<file path="config.mk">
export PLATFORM = sky130hd
export DESIGN_NAME = sysreg_bus_arbiter
export DESIGN_NICKNAME = d
export VERILOG_FILES = /design/src/rtl/sysreg_bus_arbiter.sv
export SDC_FILE = /design/constraint.sdc
export NUM_CORES = 1
export LEC_CHECK = 0
export CORE_UTILIZATION = 41
export DETAILED_ROUTE_END_ITERATION = 16
export GPL_TIMING_DRIVEN = 0
export PLACE_DENSITY = 0.8
export SYNTH_ARGS = -nofsm -noshare
export SYNTH_HDL_FRONTEND = slang
export SYNTH_SLANG_ARGS = --single-unit
</file>
<file path="constraint.sdc">
create_clock -name clk -period 2.02 [get_ports clk]
set_clock_uncertainty 0.2 [all_clocks]
set_input_delay 0.606 -clock clk [delete_from_list [all_inputs] [get_ports clk]]
set_output_delay 0.606 -clock clk [all_outputs]
set_load 0.005 [all_outputs]
</file>
<file path="src/rtl/sysreg_bus_arbiter.sv">
// Two-master round-robin arbiter and sequencer for the system register bus.
// Generates one-cycle read/write strobes and waits out the read latency.
module sysreg_bus_arbiter #(
   parameter int READ_LATENCY = 1
) (
   input  logic       clk,
   input  logic       rst,
   input  logic       m0_req,
   input  logic       m0_we,
   input  logic [8:0] m0_addr,
   input  logic [7:0] m0_wdata,
   output logic       m0_ack,
   output logic [7:0] m0_rdata,
   input  logic       m1_req,
   input  logic       m1_we,
   input  logic [8:0] m1_addr,
   input  logic [7:0] m1_wdata,
   output logic       m1_ack,
   output logic [7:0] m1_rdata,
   output logic [8:0] reg_a,
   output logic [7:0] reg_d,
   input  logic [7:0] reg_q,
   output logic       reg_read_strobe,
   output logic       reg_write_strobe
);

   typedef enum logic [1:0] {
      IDLE  = 2'd0,
      ISSUE = 2'd1,
      WAIT  = 2'd2,
      DONE  = 2'd3
   } state_t;

   state_t     state;
   state_t     next_state;
   logic       gnt;
   logic       last_grant;
   logic       we_q;
   logic [2:0] cnt;
   logic       any_req;
   logic       sel;
   logic       cnt_last;

   assign cnt_last = (cnt == 3'd1);

   always_ff @(posedge clk) begin
      if (rst) begin
         state <= IDLE;
      end else begin
         state <= next_state;
      end
   end

   always_comb begin
      next_state       = state;
      any_req          = m0_req | m1_req;
      sel              = 1'b0;
      reg_read_strobe  = 1'b0;
      reg_write_strobe = 1'b0;
      m0_ack           = 1'b0;
      m1_ack           = 1'b0;
      // On a tie the master that did not win last time gets the bus
      if (m0_req && m1_req) begin
         sel = ~last_grant;
      end else begin
         sel = m1_req;
      end
      unique case (state)
         IDLE: begin
            if (any_req) begin
               next_state = ISSUE;
            end
         end
         ISSUE: begin
            reg_read_strobe  = ~we_q;
            reg_write_strobe = we_q;
            next_state       = we_q ? DONE : WAIT;
         end
         WAIT: begin
            if (cnt_last) begin
               next_state = DONE;
            end
         end
         DONE: begin
            m0_ack     = ~gnt;
            m1_ack     = gnt;
            next_state = IDLE;
         end
         default: next_state = IDLE;
      endcase
   end

   always_ff @(posedge clk) begin
      if (rst) begin
         gnt        <= 1'b0;
         last_grant <= 1'b1;
         we_q       <= 1'b0;
         reg_a      <= 9'd0;
         reg_d      <= 8'd0;
         cnt        <= 3'd0;
         m0_rdata   <= 8'd0;
         m1_rdata   <= 8'd0;
      end else begin
         unique case (state)
            IDLE: begin
               if (any_req) begin
                  gnt        <= sel;
                  last_grant <= sel;
                  we_q       <= sel ? m1_we : m0_we;
                  reg_a      <= sel ? m1_addr : m0_addr;
                  reg_d      <= sel ? m1_wdata : m0_wdata;
               end
            end
            ISSUE: begin
               cnt <= 3'(READ_LATENCY);
            end
            WAIT: begin
               cnt <= cnt - 3'd1;
               // Last wait cycle: reg_q now holds the addressed register
               if (cnt_last) begin
                  if (gnt) begin
                     m1_rdata <= reg_q;
                  end else begin
                     m0_rdata <= reg_q;
                  end
               end
            end
            DONE: begin
            end
            default: begin
            end
         endcase
      end
   end

endmodule
</file>
==> impl_metrics.toml <==
[synthesis]
ys_warn_count = 0
synthTopCellsByArea = "dfxtp_1 (44%), a21oi_1 (10%), nand2_1 (7.5%)"
synth_area_per_cell_um2 = 8.58
ys_seq_area_frac = 0.445
synth.distinct_cells = 34
ys_ff_latch = 41
netlist_area_mm2 = 0.00185
synthCells = 215
yosysTopAreaCell = "dfxtp_1"
syn_nets = 270
yosysTopAreaCellShare = 0.445

[drt]
firstDrtPassIters = 4
route.vias.total = 1770
wl_per_cell_um = 12.3
drtAntennaViolNets = 0
via_per_inst = 4.92
drtIter0Drc = 73
drt-total-wl_um = 4430
drc = 0

[setup_path]
critPathLaunchType = "flop"
crit_type = "reg2out"
end_kind = "output port"
critPathBufInv = 1
worstPathRequired_ns = 1.21
crit_slowest_cell = "clkdlybuf4s50_1"
r2r_slack_ns = 0.12
critPathArrivalTime_ns = 1.16
critical_path.cell_chain = "clkdlybuf4s50_1"
critPathTopFamily = "buffers and inverters"
critPathMaxFanout = 2
critPathMaxStageDelay_ns = 0.52

[clocking]
clkSinkCount = 41
h-tree-depth = 2
ctsRootBufferMaster = "clkbuf_8"
cts_tree = "built"
cts_buffers = 5
insertion_delay_ns = 0.29
clockBufferDepth = 2
clk_pin_slew_worst_paths_ns = 0.08
postCtsHoldBufs = 0

[sta]
slew_violations = 0
setup_viol = 0
relSlewSlack = 0.688
hold_ws_ns = 0.255
max_freq_mhz = 509
finalCriticalPeriod_ns = 1.96
worst_pin_slew_ns = 0.468
period_share = 0.972
hold_viol = 0
final.setup.worst_slack_ns = 0.0572

[power]
peakVddDrop_mv = 0.601
p_per_area_mw_per_mm2 = 987
p_leak_nw = 1.10
finalPower_mw = 2.85

[placement]
dp_hpwl_um = 3270
dp_cells = 350
portBuffers = 83
gp_congestion = 0.790
dpl_worst_slack_ns = -0.367

[cells_and_area]
final_cells = 360
num_antenna_cells = 0
final_net_count = 362
register_area_um2 = 826
syn_to_final_growth_pct = 56.4
multi_input_area_um2 = 956
fin_util = 0.663
drive_gt1_frac = 0.140
n_fill_cell = 357

[grt]
overflow = 0
antenna_found_initial = 0
grt_pass1_vias = 1751
grt_max_degree = 19
grt_pass1_wl_um = 7780
grt.total_usage = 0.195

[floorplan]
chipHeight_um = 69.1
die_w_um = 69.1
placementRows = 24
start_util = 0.424
coreArea_mm2 = 0.00435
die_area_mm2 = 0.00477
num_io_pins = 85

[min_path]
hold_path.class = "reg2reg"

[flow_run]
max_cap_viol_count = 0

[run_status]
status = "finished clean"
-- layout make-up --
class / count / share of cell area
multi-input cells: 155 / 0.331
well taps: 52 / 0.0225
flip-flops and latches: 41 / 0.286
clock buffers: 5 / 0.0238
plain buffers: 12 / 0.0238
repair buffers: 86 / 0.299
clock inverters: 3 / 0.00607
inverters: 6 / 0.00780
-- path summary, 6_finish.rpt --
path / depth (start not counted) / endpoint / startpoint
worst max-delay path: 1 / reg_a[1] / reg_a[1]
worst min-delay path: 2 / m1_rdata[1] / m1_rdata[1]
worst max register to register: 8 / m0_rdata[4] / state[0]
worst min register to register: 2 / m1_rdata[1] / m1_rdata[1]
-- routing by layer --
layer | vias to the layer above | GRT usage | part of all wire
li1 | 919 | - | -
met1 | 776 | 0.243 | 0.45
met2 | 69 | 0.330 | 0.47
met3 | 6 | 0.0585 | 0.076
met4 | 0 | 0.0476 | 0.0070
met5 | - | 0 | 0
-- Yosys cell counts --
library cell and n:
a21bo_2 1, a21boi_4 1, a21oi_1 38, a21oi_2 9
a221oi_1 1, a22o_1 1, a22oi_1 1, and2_1 2
and3_1 1, and4b_1 1, buf_1 1, buf_2 4
buf_4 2, buf_6 1, clkbuf_1 4, clkbuf_2 1
dfxtp_1 41, ha_1 7, inv_1 6, mux2i_1 9
nand2_1 37, nand2b_1 1, nand3_1 1, nand3b_1 1
nand4b_1 2, nor2_1 12, nor2b_1 3, nor4bb_1 1
o21a_4 1, o21ai_0 20, o21ai_1 1, o21ai_4 1
o221a_2 1, or3_1 1
-- flip-flops by register name, indices dropped and copies added, names as in the netlist --
signal and flops:
reg_a 9, m0_rdata 8, m1_rdata 8, reg_d 8, cnt 3, state 2, gnt 1, last_grant 1
we_q 1
-- report_power, final --
part / total, mW / switching [mW] / internal, mW
clock: 0.517 / 0.279 / 0.238
sequential: 1.12 / 0.115 / 1.00
combinational: 1.21 / 0.554 / 0.659
total: 2.85 / 0.947 / 1.90
-- logic make-up (layout without fill, tap and decap cells) --
kind of cell	Yosys count	count (layout)	synth area share
AO/OA/AOI/OAI	76	76	0.255
AND/OR/NAND/NOR	63	63	0.154
flip-flops	41	41	0.445
buffers and inverters	19	112	0.0502
multiplexers	9	9	0.0488
adder cells (fa/ha/maj)	7	7	0.0475
-- cell usage in the layout, fill, tap and decap left out, types with 2 or more instances in the layout --
| cell type | count |
|---|---|
| clkdlybuf4s50_1 | 78 |
| dfxtp_1 | 39 |
| a21oi_1 | 38 |
| nand2_1 | 37 |
| o21ai_0 | 20 |
| nor2_1 | 12 |
| mux2i_1 | 9 |
| a21oi_2 | 9 |
| buf_2 | 5 |
| ha_1 | 5 |
| clkbuf_8 | 5 |
| inv_1 | 4 |
| nor2b_1 | 3 |
| clkbuf_1 | 3 |
| buf_4 | 3 |
| inv_2 | 2 |
| nand4b_1 | 2 |
| buf_6 | 2 |
| clkinv_2 | 2 |
| clkdlybuf4s15_1 | 2 |
-- what timing repair did --
action                                  4_1_cts  5_1_grt
endpoints found under the setup margin       14       21
pin swaps                                     0        1
resized for setup                            18        7
buffers inserted                              2        1
hold endpoints to repair                      0        0
-- stage by stage --
step / setup TNS (ns) / cell area, um^2
after global placement: -4.45 / 2740
after global routing: -0.00669 / 2890
after floorplan: 0 / 1850
after detailed placement: -5.20 / 2740
after CTS: 0 / 2840
final: 0 / 2890
Note: power is estimated with default switching activity, not from simulation.
